**src/rtl/memwb_stage_pipe.sv**
```systemverilog
// memwb_stage_pipe: MEM-to-WB pipeline register with valid/ready handshake, flush and retire counter.
// Define MEMWB_SKID_EN for a two-entry skid buffer whose mem_ready comes straight from a register.
module memwb_stage_pipe #(
    parameter int PAYLOAD_W = 128,
    parameter int CNT_W     = 16
) (
    input  logic                 cpu_clk_50M,
    input  logic                 cpu_rst_n,
    input  logic                 flush,
    input  logic                 mem_valid,
    output logic                 mem_ready,
    input  logic                 mem_wreg,
    input  logic [PAYLOAD_W-1:0] mem_payload,
    output logic                 wb_valid,
    input  logic                 wb_ready,
    output logic                 wb_wreg,
    output logic [PAYLOAD_W-1:0] wb_payload,
    output logic [1:0]           occupancy,
    output logic [CNT_W-1:0]     retire_cnt
);
    logic                 main_valid, main_wreg, main_valid_d;
    logic [PAYLOAD_W-1:0] main_payload;
    logic                 accept, retire, load_main;

    assign accept     = mem_valid & mem_ready & ~flush;
    assign retire     = main_valid & wb_ready;
    assign load_main  = ~main_valid | retire;
    assign wb_valid   = main_valid;
    assign wb_wreg    = main_valid & main_wreg;
    assign wb_payload = main_valid ? main_payload : '0;

    // A retire during a flush cycle is still a completed handshake.
    always_ff @(posedge cpu_clk_50M or negedge cpu_rst_n) begin
        if (!cpu_rst_n) retire_cnt <= '0;
        else if (retire) retire_cnt <= retire_cnt + CNT_W'(1);
    end

`ifdef MEMWB_SKID_EN
    logic                 skid_valid, skid_wreg, skid_valid_d;
    logic [PAYLOAD_W-1:0] skid_payload;

    assign mem_ready = ~skid_valid;

    always_comb begin
        main_valid_d = ~flush & (load_main ? (skid_valid | accept) : 1'b1);
        skid_valid_d = ~flush & ~load_main & (skid_valid | accept);
    end

    always_ff @(posedge cpu_clk_50M or negedge cpu_rst_n) begin
        if (!cpu_rst_n) begin
            main_valid   <= 1'b0;
            skid_valid   <= 1'b0;
            occupancy    <= 2'd0;
            main_wreg    <= 1'b0;
            main_payload <= '0;
            skid_wreg    <= 1'b0;
            skid_payload <= '0;
        end else begin
            main_valid <= main_valid_d;
            skid_valid <= skid_valid_d;
            occupancy  <= {1'b0, main_valid_d} + {1'b0, skid_valid_d};
            // Skid holds the older entry, so it has priority when main reloads.
            if (load_main) begin
                main_wreg    <= skid_valid ? skid_wreg : mem_wreg;
                main_payload <= skid_valid ? skid_payload : mem_payload;
            end else if (accept) begin
                skid_wreg    <= mem_wreg;
                skid_payload <= mem_payload;
            end
        end
    end
`else
    assign mem_ready = ~main_valid | wb_ready;

    always_comb main_valid_d = ~flush & (load_main ? accept : 1'b1);

    always_ff @(posedge cpu_clk_50M or negedge cpu_rst_n) begin
        if (!cpu_rst_n) begin
            main_valid   <= 1'b0;
            occupancy    <= 2'd0;
            main_wreg    <= 1'b0;
            main_payload <= '0;
        end else begin
            main_valid <= main_valid_d;
            occupancy  <= {1'b0, main_valid_d};
            if (load_main) begin
                main_wreg    <= mem_wreg;
                main_payload <= mem_payload;
            end
        end
    end
`endif
endmodule

```
**config.mk**
```make
export PLATFORM = sky130hd
export DESIGN_NAME = memwb_stage_pipe
export DESIGN_NICKNAME = d
export VERILOG_FILES = /design/src/rtl/memwb_stage_pipe.sv
export SDC_FILE = /design/constraint.sdc
export NUM_CORES = 1
export LEC_CHECK = 0
export ABC_AREA = 1
export CAP_MARGIN = 20
export CELL_PAD_IN_SITES_DETAIL_PLACEMENT = 0
export CELL_PAD_IN_SITES_GLOBAL_PLACEMENT = 1
export CORE_ASPECT_RATIO = 0.6
export CORE_UTILIZATION = 30
export CTS_BUF_LIST = sky130_fd_sc_hd__clkbuf_8
export DETAILED_ROUTE_END_ITERATION = 16
export PLACE_DENSITY = 0.81
export SYNTH_ARGS = -nofsm -noshare
export SYNTH_HDL_FRONTEND = slang
export SYNTH_SLANG_ARGS = --single-unit
```
**constraint.sdc**
```tcl
create_clock -name cpu_clk_50M -period 1.2 [get_ports cpu_clk_50M]
set_input_delay 0.24 -clock cpu_clk_50M [delete_from_list [all_inputs] [get_ports cpu_clk_50M]]
set_output_delay 0.24 -clock cpu_clk_50M [all_outputs]
set_load 0.02 [all_outputs]
```
* Word-level counts from Yosys, hierarchy flattened
Cells that the tools add are included. Widths: inputs -> output; s select.
Word-level totals: bits in registers 146, bits of input ports 134, output and inout bits 149, logic and storage cells 16
Cells by class: $add $sub $neg 1, muxes and demuxes 2, bitwise logic cells 9
Operators with widths (count):
- $mux 128 | 1
- $add 16x1->16 const B | 1
- $and 1x1->1 | 5
- $not 1->1 | 2
- $or 1x1->1 | 2
- $mux 1 | 1

* Depth between registers and ports, before layout
Gate-level depths: netlist of run 1.
depth in word-level cells 6, depth in mapped cells 8, gate-level depth less buffers 7

* Least setup slack after synthesis of run 1
Ideal clock, no wire load.
path kind reg2out, from reg, netlist name occupancy[0], to out wb_payload[100], data arrival time 1.251 ns, required time 0.960 ns, setup slack -0.291 ns, cell stages (with the launch flop) 6, path through dfrtp_1 buf_4 clkbuf_1 buf_2 nand2_1 inv_1
RTL lines:
- to (decl) | line 17 | output logic [PAYLOAD_W-1:0] wb_payload,

==> summary.md, run 1 <==
| Metric | Value |
|---|---|
| # setup viols final | 294 |
| Crit path capture type | output pin |
| Int Power | 0.009649 W |
| Remaining antenna violation count | 0 |
| Fillcell total | 2159 |
| WP data arrival | 1.54 ns |
| Sw frac | 27.35% |
| Syn Area/Cell | 10.75 sq um |
| Overflow after GRT | 0 |
| Clock skew | 0.01071 ns |
| Total wire length | 20.50 mm |
| Skew-Pair Late Insertion Delay | 0.45 ns |
| R2r startpoint | occupancy[0] |
| DP Worst Slack | -0.5388 ns |
| Die ar. | 0.02422 sq mm |
| Synth Flop Type | dfrtp_1 |
| DR iter-0 viols | 263 |
| Required @ worst endpoint | 0.96 ns |
| Netlist cell types | 22 |
| Synth Register Bits | 146 |
| Most common cell in the netlist | nand2_1 |
| H-Tree Depth | 4 |
| N_diodes | 0 |
| Num CTS Buffers | 17 |
| Post-synth top area cell | dfrtp_1 |
| Minimum clock period | 1.782 ns |
| Via-per-instance ratio | 4.100 |
| Area grow syn2layout | 60.41% |
| CTS Buffer Depth | 2 |
| R2R cell count | 5 |
| Fmax | 561.0 MHz |
| Ports | 283 |
| Drt drc | 0 |
| P_leak | 6.298 nW |
| # clock sinks | 146 |
| Clk network pwr share | 33.5% |
| Antenna violations before repair | 0 |
| Synth async-reset ratio | 100.0% |
| Util after Layout | 49.06% |
| Placer Congestion | 0.8303 |
| CTS root buffer | clkbuf_8 |
| Failing checks | negative setup slack |
| Net count after synthesis | 793 |
| First-pass GRT wire length | 31.50 mm |
| # rows | 43 |
| Slew Limit Fails | 0 |
| Layout cells sized above 1 | 55.44% |
| CP max FO | 14 |
| Count of input and output buffers | 281 |
| HP Class | primary input to async pin |
| Pre-Repair DR Iteration Count | 7 |
| Reg2reg end | main_payload[50] |
| Power density cells | 1170 mW/mm^2 |
| Initial Util | 30.58% |
| Reg clk slew, reported paths | 0.08 ns |
| Logic pwr share | 23.8% |
| Post-Syn Instances | 658 |
| Sequential share of power | 42.8% |
| Final Cycle Share | 148.5% |
| Crit path setup slack, layout | -0.5825 ns |
| P_sw | 0.003633 W |
| Startpoint types | flop |
| Final Hold Fails | 0 |
| Via Count | 5625 |
| RSZ-0062 raised after global routing | yes |
| Setup TNS | -131.53 ns |
| Outcome | finished, violations left |
| Die X | 200.3 microns |
| Max VDD drop | 0.0008306 V |
| Die height | 121.0 microns |
| Register area share after synthesis | 51.64% |
| Max_cap viols | 0 |
| Total GRT Usage | 16.86% |
| Crit Path Class | flop to output pin |
| Commonest cells in the netlist | nand2_1 (162), dfrtp_1 (146), inv_1 (146) |
| WL/cell | 14.94 microns |
| Yosys warns | 0 |
| Synth area leaders | dfrtp_1 (52%), mux2_4 (19%), nand2_1 (8.6%) |
| Detail Placement HPWL | 14.42 mm |
| Largest net degree at the start of global routing | 33 |
| Core Region | 0.02313 sq mm |
| Vias in the first global route | 5729 |
| R2R setup slack | -0.48 ns |
| Mapped cell area | 0.007076 sq mm |
| Final nets | 1180 |
| Post-synth top area share | 51.64% |
| TritonCTS clock tree | yes |
| Number of flops mapped to enable cells by yosys | 0 |
==> cell type report <==
class                           instances  area, sq um  area share, %
Multi-Input combinational cell        334         2814          24.79
Timing Repair Buffer                  399         3471          30.58
Clock buffer                           22        302.8          2.668
Sequential cell                       146         3664          32.28
Clock inverter                          9        152.6          1.345
Inverter                              147        551.8          4.862
Tap cell                              315        394.1          3.473
==> flip-flops by register name, summed over array words and instances (netlist names) <==
name	cells
retire_cnt	16
main_wreg	1
main_payload	128
occupancy	1
==> kinds of logic after synthesis <==
| logic type | synth area share, % |
|---|---|
| compound gates | 0.2121 |
| xor+xnor | 1.114 |
| fa+ha+maj | 0.1768 |
| buf+inv | 10.95 |
| flops | 51.64 |
| mux | 25.15 |
| other cells | 0.05300 |
| simple gates | 10.72 |
==> what timing repair did <==
action,4_1_cts,5_1_grt
hold endpoints to repair,135,0
hold buffers,1,0
setup endpoints to repair,294,294
setup buffers,6,4
pin swaps,0,2
cloned,2,3
resized for setup,619,121
==> worst max-delay path by stage <==
stage / from / end / slack, ns / depth (start not counted)
6_report: occupancy[0] / wb_payload[56] / -0.58 / 5
5_1_grt: occupancy[0] / wb_payload[52] / -0.67 / 5
2_1_floorplan: occupancy[0] / main_payload[100] / -0.18 / 5
3_3_place_gp: occupancy[0] / wb_payload[86] / -0.53 / 4
4_1_cts: occupancy[0] / wb_payload[32] / -0.68 / 5
3_5_place_dp: occupancy[0] / wb_payload[32] / -0.54 / 4
==> routing by layer <==
layer | routed length, microns | vias to the layer above | GRT usage, %
met1 | 10540 | 2698 | 24.65
met2 | 8660 | 167 | 24.05
met5 | 0 | - | 0
li1 | - | 2744 | -
met4 | 198 | 0 | 4.723
met3 | 1100 | 16 | 4.726
==> metrics by stage <==
| step | cells | area [sq um] | hold slack (ns) | total power (W) |
|---|---|---|---|---|
| 2_1_floorplan | 658 | 7249 | -0.05559 | 0.007223 |
| 3_3_place_gp | 1331 | 11070 | 0.1619 | 0.008918 |
| 3_5_place_dp | 1331 | 11070 | 0.1650 | 0.008971 |
| 4_1_cts | 1369 | 11210 | 0.2059 | 0.01345 |
| 5_1_grt | 1372 | 11350 | 0.2270 | 0.01395 |
| 6_report | 1372 | 11350 | 0.2479 | 0.01328 |
==> cell usage in the layout (no fill, tap or decap), types with 2 or more instances in the layout <==
cell type	n
buf_12	12
buf_2	85
buf_4	125
buf_6	38
bufinv_16	4
clkbuf_16	2
clkbuf_8	22
clkdlybuf4s50_1	132
clkinvlp_4	2
dfrtp_1	140
dfrtp_2	5
inv_1	37
inv_2	111
mux2_2	38
mux2_4	90
nand2_1	123
nand2_2	37
nand2_4	3
nand3_1	5
nand4_1	4
nor2_1	13
nor2_4	2
nor3_1	2
o21ai_0	2
xnor2_1	4
xor2_1	5
==> power by group through the flow <==
stage | combinational (W) | sequential [W] | clock [W]
after CTS | 0.00312 | 0.00567 | 0.00466
after detailed placement | 0.00323 | 0.00574 | 0
after global placement | 0.00317 | 0.00575 | 0
after global routing | 0.00339 | 0.00574 | 0.00482
after floorplan | 0.00145 | 0.00578 | 0
final | 0.00316 | 0.00568 | 0.00444
==> critical path, cell delays in order, from the launching register on <==
cell and delay (ns):
dfrtp_4 0.51, buf_6 0.15, clkbuf_16 0.18, nand2_1 0.08
inv_2 0.03, buf_2 0.15
No activity file was read; power rests on OpenSTA's default activity.
==> run 2, diff against run 1 <==
--- a/config.mk
+++ b/config.mk
@@ -12,6 +12,7 @@
 export CORE_ASPECT_RATIO = 0.6
 export CORE_UTILIZATION = 30
 export CTS_BUF_LIST = sky130_fd_sc_hd__clkbuf_8
+export CTS_CLUSTER_DIAMETER = 50
 export DETAILED_ROUTE_END_ITERATION = 16
 export PLACE_DENSITY = 0.81
 export SYNTH_ARGS = -nofsm -noshare
==> results of run 2 <==
The final DEF is identical to that of run 1; final timing and power are the same.
